--- src/rtl/punc_control.sv ---
// rtl/punc_control.sv - multi-cycle control FSM for the PUnC LC3 datapath
// Outputs are decoded combinationally from the current state and the held instruction.
module punc_control (
  input  logic        clk,
  input  logic        rst,
  input  logic [15:0] ir_out,
  input  logic        nzp_match,
  output logic        pc_ld,
  output logic        pc_clr,
  output logic        pc_inc,
  output logic [1:0]  pc_sel,
  output logic        ir_ld,
  output logic        ir_clr,
  output logic        dmem_rd,
  output logic        dmem_wr,
  output logic [1:0]  dmem_r_addr_sel,
  output logic [1:0]  dmem_w_addr_sel,
  output logic [1:0]  rf_w_data_sel,
  output logic        rf_w_addr_sel,
  output logic        rf_w_wr,
  output logic        rf_rp_addr_sel,
  output logic        rf_rp_rd,
  output logic        rf_rq_rd,
  output logic        temp_ld,
  output logic        nzp_ld,
  output logic        nzp_clr,
  output logic [1:0]  alu_sel,
  output logic        alu_in_a_sel,
  output logic        halted,
  output logic [2:0]  state_debug
);

  typedef enum logic [2:0] {
    S_INIT   = 3'd0,
    S_FETCH  = 3'd1,
    S_DECODE = 3'd2,
    S_EXEC   = 3'd3,
    S_EXEC2  = 3'd4,
    S_HALT   = 3'd5
  } state_t;

  localparam logic [3:0] OP_BR   = 4'b0000;
  localparam logic [3:0] OP_ADD  = 4'b0001;
  localparam logic [3:0] OP_LD   = 4'b0010;
  localparam logic [3:0] OP_ST   = 4'b0011;
  localparam logic [3:0] OP_JSR  = 4'b0100;
  localparam logic [3:0] OP_AND  = 4'b0101;
  localparam logic [3:0] OP_LDR  = 4'b0110;
  localparam logic [3:0] OP_STR  = 4'b0111;
  localparam logic [3:0] OP_NOT  = 4'b1001;
  localparam logic [3:0] OP_LDI  = 4'b1010;
  localparam logic [3:0] OP_STI  = 4'b1011;
  localparam logic [3:0] OP_JMP  = 4'b1100;
  localparam logic [3:0] OP_LEA  = 4'b1110;
  localparam logic [3:0] OP_HALT = 4'b1111;

  state_t     state, next_state;
  logic [3:0] opcode;
  logic       imm_mode;
  logic       jsr_pc_rel;
  logic       unused_ir;

  assign opcode     = ir_out[15:12];
  assign imm_mode   = ir_out[5];
  assign jsr_pc_rel = ir_out[11];
  // Operand fields below are consumed by the datapath, not by control.
  assign unused_ir  = ^{ir_out[10:6], ir_out[4:0]};

  always_ff @(posedge clk or negedge rst) begin
    if (!rst) state <= S_INIT;
    else      state <= next_state;
  end

  always_comb begin
    next_state      = state;
    pc_ld           = 1'b0;
    pc_clr          = 1'b0;
    pc_inc          = 1'b0;
    pc_sel          = 2'd0;
    ir_ld           = 1'b0;
    ir_clr          = 1'b0;
    dmem_rd         = 1'b0;
    dmem_wr         = 1'b0;
    dmem_r_addr_sel = 2'd0;
    dmem_w_addr_sel = 2'd0;
    rf_w_data_sel   = 2'd0;
    rf_w_addr_sel   = 1'b0;
    rf_w_wr         = 1'b0;
    rf_rp_addr_sel  = 1'b0;
    rf_rp_rd        = 1'b0;
    rf_rq_rd        = 1'b0;
    temp_ld         = 1'b0;
    nzp_ld          = 1'b0;
    nzp_clr         = 1'b0;
    alu_sel         = 2'd0;
    alu_in_a_sel    = 1'b0;

    case (state)
      S_INIT: begin
        pc_clr     = 1'b1;
        ir_clr     = 1'b1;
        nzp_clr    = 1'b1;
        next_state = S_FETCH;
      end

      S_FETCH: begin
        dmem_r_addr_sel = 2'd0;
        dmem_rd         = 1'b1;
        ir_ld           = 1'b1;
        pc_inc          = 1'b1;
        next_state      = S_DECODE;
      end

      S_DECODE: begin
        next_state = (opcode == OP_HALT) ? S_HALT : S_EXEC;
      end

      S_EXEC: begin
        next_state = ((opcode == OP_LDI) || (opcode == OP_STI)) ? S_EXEC2 : S_FETCH;
        case (opcode)
          OP_ADD, OP_AND, OP_NOT: begin
            rf_w_addr_sel = 1'b1;
            rf_w_data_sel = 2'd0;
            rf_w_wr       = 1'b1;
            nzp_ld        = 1'b1;
            rf_rq_rd      = 1'b1;
            if (opcode == OP_ADD)      alu_sel = 2'd1;
            else if (opcode == OP_AND) alu_sel = 2'd2;
            else                       alu_sel = 2'd3;
            if (imm_mode) begin
              alu_in_a_sel = 1'b1;
            end else begin
              alu_in_a_sel   = 1'b0;
              rf_rp_addr_sel = 1'b1;
              rf_rp_rd       = 1'b1;
            end
          end
          OP_BR: begin
            pc_sel = 2'd0;
            pc_ld  = nzp_match;
          end
          OP_JMP: begin
            pc_sel   = 2'd2;
            pc_ld    = 1'b1;
            rf_rq_rd = 1'b1;
          end
          OP_JSR: begin
            // R7 captures the PC on the same edge the PC is redirected.
            rf_w_addr_sel = 1'b0;
            rf_w_data_sel = 2'd3;
            rf_w_wr       = 1'b1;
            pc_sel        = jsr_pc_rel ? 2'd1 : 2'd2;
            pc_ld         = 1'b1;
          end
          OP_LD: begin
            dmem_r_addr_sel = 2'd1;
            rf_w_data_sel   = 2'd2;
            rf_w_addr_sel   = 1'b1;
            rf_w_wr         = 1'b1;
            nzp_ld          = 1'b1;
          end
          OP_LDR: begin
            dmem_r_addr_sel = 2'd3;
            rf_w_data_sel   = 2'd2;
            rf_w_addr_sel   = 1'b1;
            rf_w_wr         = 1'b1;
            nzp_ld          = 1'b1;
          end
          OP_LEA: begin
            rf_w_data_sel = 2'd1;
            rf_w_addr_sel = 1'b1;
            rf_w_wr       = 1'b1;
            nzp_ld        = 1'b1;
          end
          OP_ST: begin
            rf_rp_addr_sel  = 1'b0;
            dmem_w_addr_sel = 2'd0;
            dmem_wr         = 1'b1;
          end
          OP_STR: begin
            rf_rp_addr_sel  = 1'b0;
            dmem_w_addr_sel = 2'd2;
            dmem_wr         = 1'b1;
          end
          OP_LDI: begin
            // Pointer lands in the destination register; EXEC2 dereferences it.
            dmem_r_addr_sel = 2'd1;
            rf_w_data_sel   = 2'd2;
            rf_w_addr_sel   = 1'b1;
            rf_w_wr         = 1'b1;
          end
          OP_STI: begin
            dmem_r_addr_sel = 2'd1;
            temp_ld         = 1'b1;
          end
          default: begin
          end
        endcase
      end

      S_EXEC2: begin
        next_state = S_FETCH;
        if (opcode == OP_LDI) begin
          rf_rp_addr_sel  = 1'b0;
          dmem_r_addr_sel = 2'd2;
          rf_w_data_sel   = 2'd2;
          rf_w_addr_sel   = 1'b1;
          rf_w_wr         = 1'b1;
          nzp_ld          = 1'b1;
        end else if (opcode == OP_STI) begin
          rf_rp_addr_sel  = 1'b0;
          dmem_w_addr_sel = 2'd1;
          dmem_wr         = 1'b1;
        end
      end

      S_HALT: begin
        next_state = S_HALT;
      end

      default: begin
        next_state = S_INIT;
      end
    endcase
  end

  assign halted      = (state == S_HALT);
  assign state_debug = state;

endmodule

--- config.mk ---
export PLATFORM = sky130hd
export DESIGN_NAME = punc_control
export DESIGN_NICKNAME = d
export VERILOG_FILES = /design/src/rtl/punc_control.sv
export SDC_FILE = /design/constraint.sdc
export NUM_CORES = 1
export LEC_CHECK = 0
export ABC_AREA = 1
export CAP_MARGIN = 40
export CORE_MARGIN = 2
export CORE_UTILIZATION = 30
export CTS_CLUSTER_SIZE = 14
export DETAILED_ROUTE_END_ITERATION = 6
export PLACE_DENSITY = 0.83
export SLEW_MARGIN = 10
export SYNTH_ARGS = -nofsm -noshare
export SYNTH_HDL_FRONTEND = slang
export SYNTH_SLANG_ARGS = --single-unit
--- constraint.sdc ---
create_clock -name clk -period 3.8 [get_ports clk]
set_input_delay 0.76 -clock clk [delete_from_list [all_inputs] [get_ports clk]]
set_output_delay 0.76 -clock clk [all_outputs]
set_load 0.02 [all_outputs]
# After elaboration in Yosys (flattened, before gate mapping)
# Cells that the tools add are included.
# totals
regBits,3
output_inout_bits,30
wordCells,75
# op_classes
n_eq_ne,18
mux,43
n_reduce_logical,13
# op_table
cell,n
"== test 4 bit, second input constant",6
two-way mux 1 bit,22
case mux 2 bit (2 select lines),5
"== test 4 x 3 -> 1 bit, second input constant",4
case mux 3 bit (5 select lines),1
two-way mux 2 bit,7
case mux 1 bit (2 select lines),5
OR reduction 3 bit,3
"== test 4 x 2 -> 1 bit, second input constant",2
OR reduction 8 bit,1
OR reduction 7 bit,1
"== test 3 x 2 -> 1 bit, second input constant",2
"== test 3 bit, second input constant",2
two-way mux 3 bit,2
case mux 2 bit (3 select lines),1
OR reduction 2 bit,3
OR reduction 6 bit,1
"== test 4 x 1 -> 1 bit, second input constant",1
logical NOT 4 bit,1
OR reduction 4 bit,1
"== test 3 x 1 -> 1 bit, second input constant",1
logical NOT 3 bit,1
logical OR 1 bit,1

# Logic depth before layout (Yosys ltp)
# Gate-level depths: netlist (run 1).
# depth
depth_word,5
mapped_depth,6
mapped_depth_nobuf,5

# Worst setup path before layout (run 1)
# Ideal clock, no wire load.
# synth_path
kind,input -> output
startpoint,in ir_out[14]
endpoint,out rf_rp_rd
t_arrival_ps,1650
path_slack_ps,1390
path_stages,6
path_buffers,1
cell_sequence,nand2_1 > inv_1 > nor2_2 > nand2_2 > nor2_1 > buf_4
# synth_between
elab_chain_cells,4
word_cells_on_any_way,6
cone_classes,3 x eq/ne; 2 x mux; 1 x reduce/logical
# synth_lines
item,line,source
start: declaration,6,"input logic [15:0] ir_out,"
== test 4 x 1 -> 1 bit (tied with other cells),-,
OR reduction 3 bit *,-,
two-way mux 1 bit * (2 in series),-,
end: declaration,22,"output logic rf_rp_rd,"
# Mark *: on every way between the ends. The rest lies on a longest branch, timed or not.

# Final worst setup path (run 1)
# layout_path
startpoint,in ir_out[14]
endpoint,out rf_rp_addr_sel
# layout_between
elab_chain_cells,4
word_cells_on_any_way,6
cone_classes,3 x eq/ne; 2 x mux; 1 x reduce/logical
# layout_lines
item,line,source
== test 4 x 1 -> 1 bit (tied with other cells),120,case (opcode)
OR reduction 3 bit *,120,
two-way mux 1 bit *,120,
two-way mux 1 bit *,-,
end: declaration,21,"output logic rf_rp_addr_sel,"
# Marks and branches as above.

==> out/qor.yml, run 1 <==
finish:
  largest_reg_flops: 3
  antennaDiodeCount: 0
  finalNetCount: 146
  drive_above_1_share_pct: 8.73
  fillers: 148
  final_common_cell: "clkdlybuf4s50_1"
  areaGrowthSynthToFinish_pct: 81.4
  final_cell_mix: "clkdlybuf4s50_1, nand2_1, nor2_1"
routing:
  highest_layer: "met4"
  post_drt_wl_per_cell_um: 10.5
  wl_met3_um: 69
  wl_met1_um: 667
  dr.first_iter.drc_count: 10
  drc: 0
  route.met2.wl_um: 732
  vias_per_cell: 4.63
  vias: 658
  ant_nets: 0
  routed_wl_um: 1490
  firstDrtPassIters: 4
place:
  portBuffers: 38
  dp_slack_ns: 0.493
  dpl.hpwl_um: 1220
  place.gp.congestion: 0.868
floorplanning:
  die_area_um2: 1930
  die_h_um: 43.9
  fp.coreArea_um2: 1510
  start_util_pct: 31.7
  row_count: 14
  io_pins: 49
  fp.dieW_um: 43.9
yosys:
  synthSimpleGateAreaFrac_pct: 55.5
  syn_avg_cell_area_um2: 5.37
  syn-cell-area_um2: 478
  synthAdderAreaFrac_pct: 0
  synth.distinct_cells: 17
  synth-xor-area-share_pct: 0
  synth_mux_area_share_pct: 0
  ys.warnings.count: 0
  yosys_register_bits: 3
  ys_seq_area_share_pct: 15.7
  synth_compound_area_share_pct: 8.12
  synth_cells: 89
  synth.net_count: 108
  synth_top_family_by_area: "simple AND/OR/NAND/NOR gates"
setup_path:
  start_kind: "input pin"
  worst_path_largest_cell_delay_ns: 0.65
  path_common_cell: "clkdlybuf4s50_1"
  ff2ff_path_depth: 3
  worstPathRequired_ns: 3.04
  slowest_stage: "clkdlybuf4s50_1"
  crit_path_max_fanout: 7
  critPathKind: "in -> out"
  worstPathArrival_ns: 2.56
  crit_path_end_kind: "output pin"
  crit_path_cell_trace: "clkdlybuf4s50_1 > nand2_1 > inv_1 > nor2_2 > nand2_2 > nor2_1 > clkdlybuf4s50_1"
clock_network:
  path_clk_slew_ns: 0.04
  clock_latency_ns: 0.25
  holdBufCountCts: 0
  root_buffer: "clkbuf_4"
  cts_resized: 0
  cts_buffers: 3
  numClockSinks: 3
  h-tree-depth: 1
  post-cts-setup-buffers: 0
  max-clock-path-buffers: 2
  cts_tree: "yes"
grt:
  antenna_found_initial: 0
  grt_pass1_wl_um: 2280
  first_global_vias: 566
  track_usage_pct: 15.9
  grt_max_degree: 9
  overflow: 0
pwr:
  power.internal_mw: 0.241
  power.switching_mw: 0.245
  power.leakage_nw: 0.426
  power_density_nw_per_um2: 560
  p_clk_share_pct: 12.8
  pwr-share-comb_pct: 73.5
  vdd_drop_max_v: 0.000303
  sw_frac_of_total_pct: 50.4
  seqPwrFrac_pct: 13.7
status:
  status: "complete, no violations"
sta:
  worst_hold_slack_ns: 0.598
  worst_pin_slew_ns: 0.346
  finalWorstSetupSlack_ns: 0.477
  slew_headroom_pct: 76.7
  setup_viol_count_final: 0
  rsz0062_at_grt: "false"
  fin_crit_ns: 3.32
  clock_skew_ns: 0.00710
  min_period_over_period_pct: 87.5
  max_freq_mhz: 301
  finalMaxSlewViolations: 0
  fin_setup_tns_ns: 0
  finalHoldViolCount: 0
min_path:
  hold_path_depth: 1
  hp-class: "reg -> reg"
job:
  cap_violations: 0
critical path, delay by kind of cell:
family	cells	cell delay (ns)
buffers and inverters	3	1.27
and+or+nand+nor	4	0.53
logic make-up after synthesis:
logic type | Yosys count
AND/OR/NAND/NOR | 59
buffers and inverters | 20
flip-flops | 3
AO/OA/AOI/OAI | 7
Yosys cell counts:
cell,count,area (um^2)
o21ai_1,2,10.0
nor3_1,3,15.0
inv_1,13,48.8
inv_6,1,8.76
nor2_2,1,6.26
nor2_4,1,11.3
buf_4,5,37.5
nand2_2,2,12.5
o21ai_0,3,15.0
a21oi_1,1,5.00
nand3_4,1,17.5
inv_2,1,3.75
nand2_1,26,97.6
nor2_1,16,60.1
dfrtp_1,3,75.1
a21oi_2,1,8.76
nand3_1,9,45.0
cell type report:
| cell class | instances | area [um^2] | share of cell area [%] |
|---|---|---|---|
| Clock buffer | 4 | 26.3 | 3.03 |
| Inverter | 15 | 61.3 | 7.07 |
| Multi-Input combinational cell | 66 | 304 | 35.1 |
| Sequential cell | 3 | 75.1 | 8.66 |
| Tap cell | 16 | 20.0 | 2.31 |
| Timing Repair Buffer | 38 | 380 | 43.9 |
worst paths after layout:
kind	end	from	slack, ns
setup / recovery	rf_rp_addr_sel	ir_out[14]	0.48
hold / removal	state_debug[1]	state_debug[2]	0.60
setup reg to reg	state_debug[1]	state_debug[0]	2.72
hold reg to reg	state_debug[1]	state_debug[2]	0.60
max in group asynchronous	state_debug[1]	rst	2.97
min in group asynchronous	state_debug[0]	rst	0.68
layer usage:
metal | up-vias | GRT usage (%)
met3 | 2 | 2.92
met2 | 21 | 24.7
li1 | 347 | -
met4 | 0 | 10.3
met1 | 288 | 20.1
met5 | - | 0
stage by stage:
step	area [um^2]	instances	utilization [%]	total power, mW
finish	867	142	57.6	0.486
CTS	867	142	57.6	0.488
detailed placement	841	138	55.8	0.425
floorplan	478	89	-	0.294
global placement	841	138	55.8	0.421
global route	867	142	57.6	0.513
power groups by stage:
stage	Sequential, mW	Combinational (mW)	Clock, mW
5_1_grt	0.0692	0.380	0.0634
6_report	0.0666	0.357	0.0620
3_3_place_gp	0.0660	0.355	0
2_1_floorplan	0.0804	0.213	0
3_5_place_dp	0.0668	0.358	0
4_1_cts	0.0666	0.359	0.0627
(Power assumes the default switching activity.)
==> inputs of run 2 (changes only) <==
--- a/config.mk
+++ b/config.mk
@@ -12,7 +12,7 @@
 export CTS_CLUSTER_SIZE = 14
 export DETAILED_ROUTE_END_ITERATION = 6
 export PLACE_DENSITY = 0.83
-export SLEW_MARGIN = 10
+export SLEW_MARGIN = 0
 export SYNTH_ARGS = -nofsm -noshare
 export SYNTH_HDL_FRONTEND = slang
 export SYNTH_SLANG_ARGS = --single-unit
==> results of run 2 <==
Same layout as run 1: the final DEF is identical, and so are final timing and power.
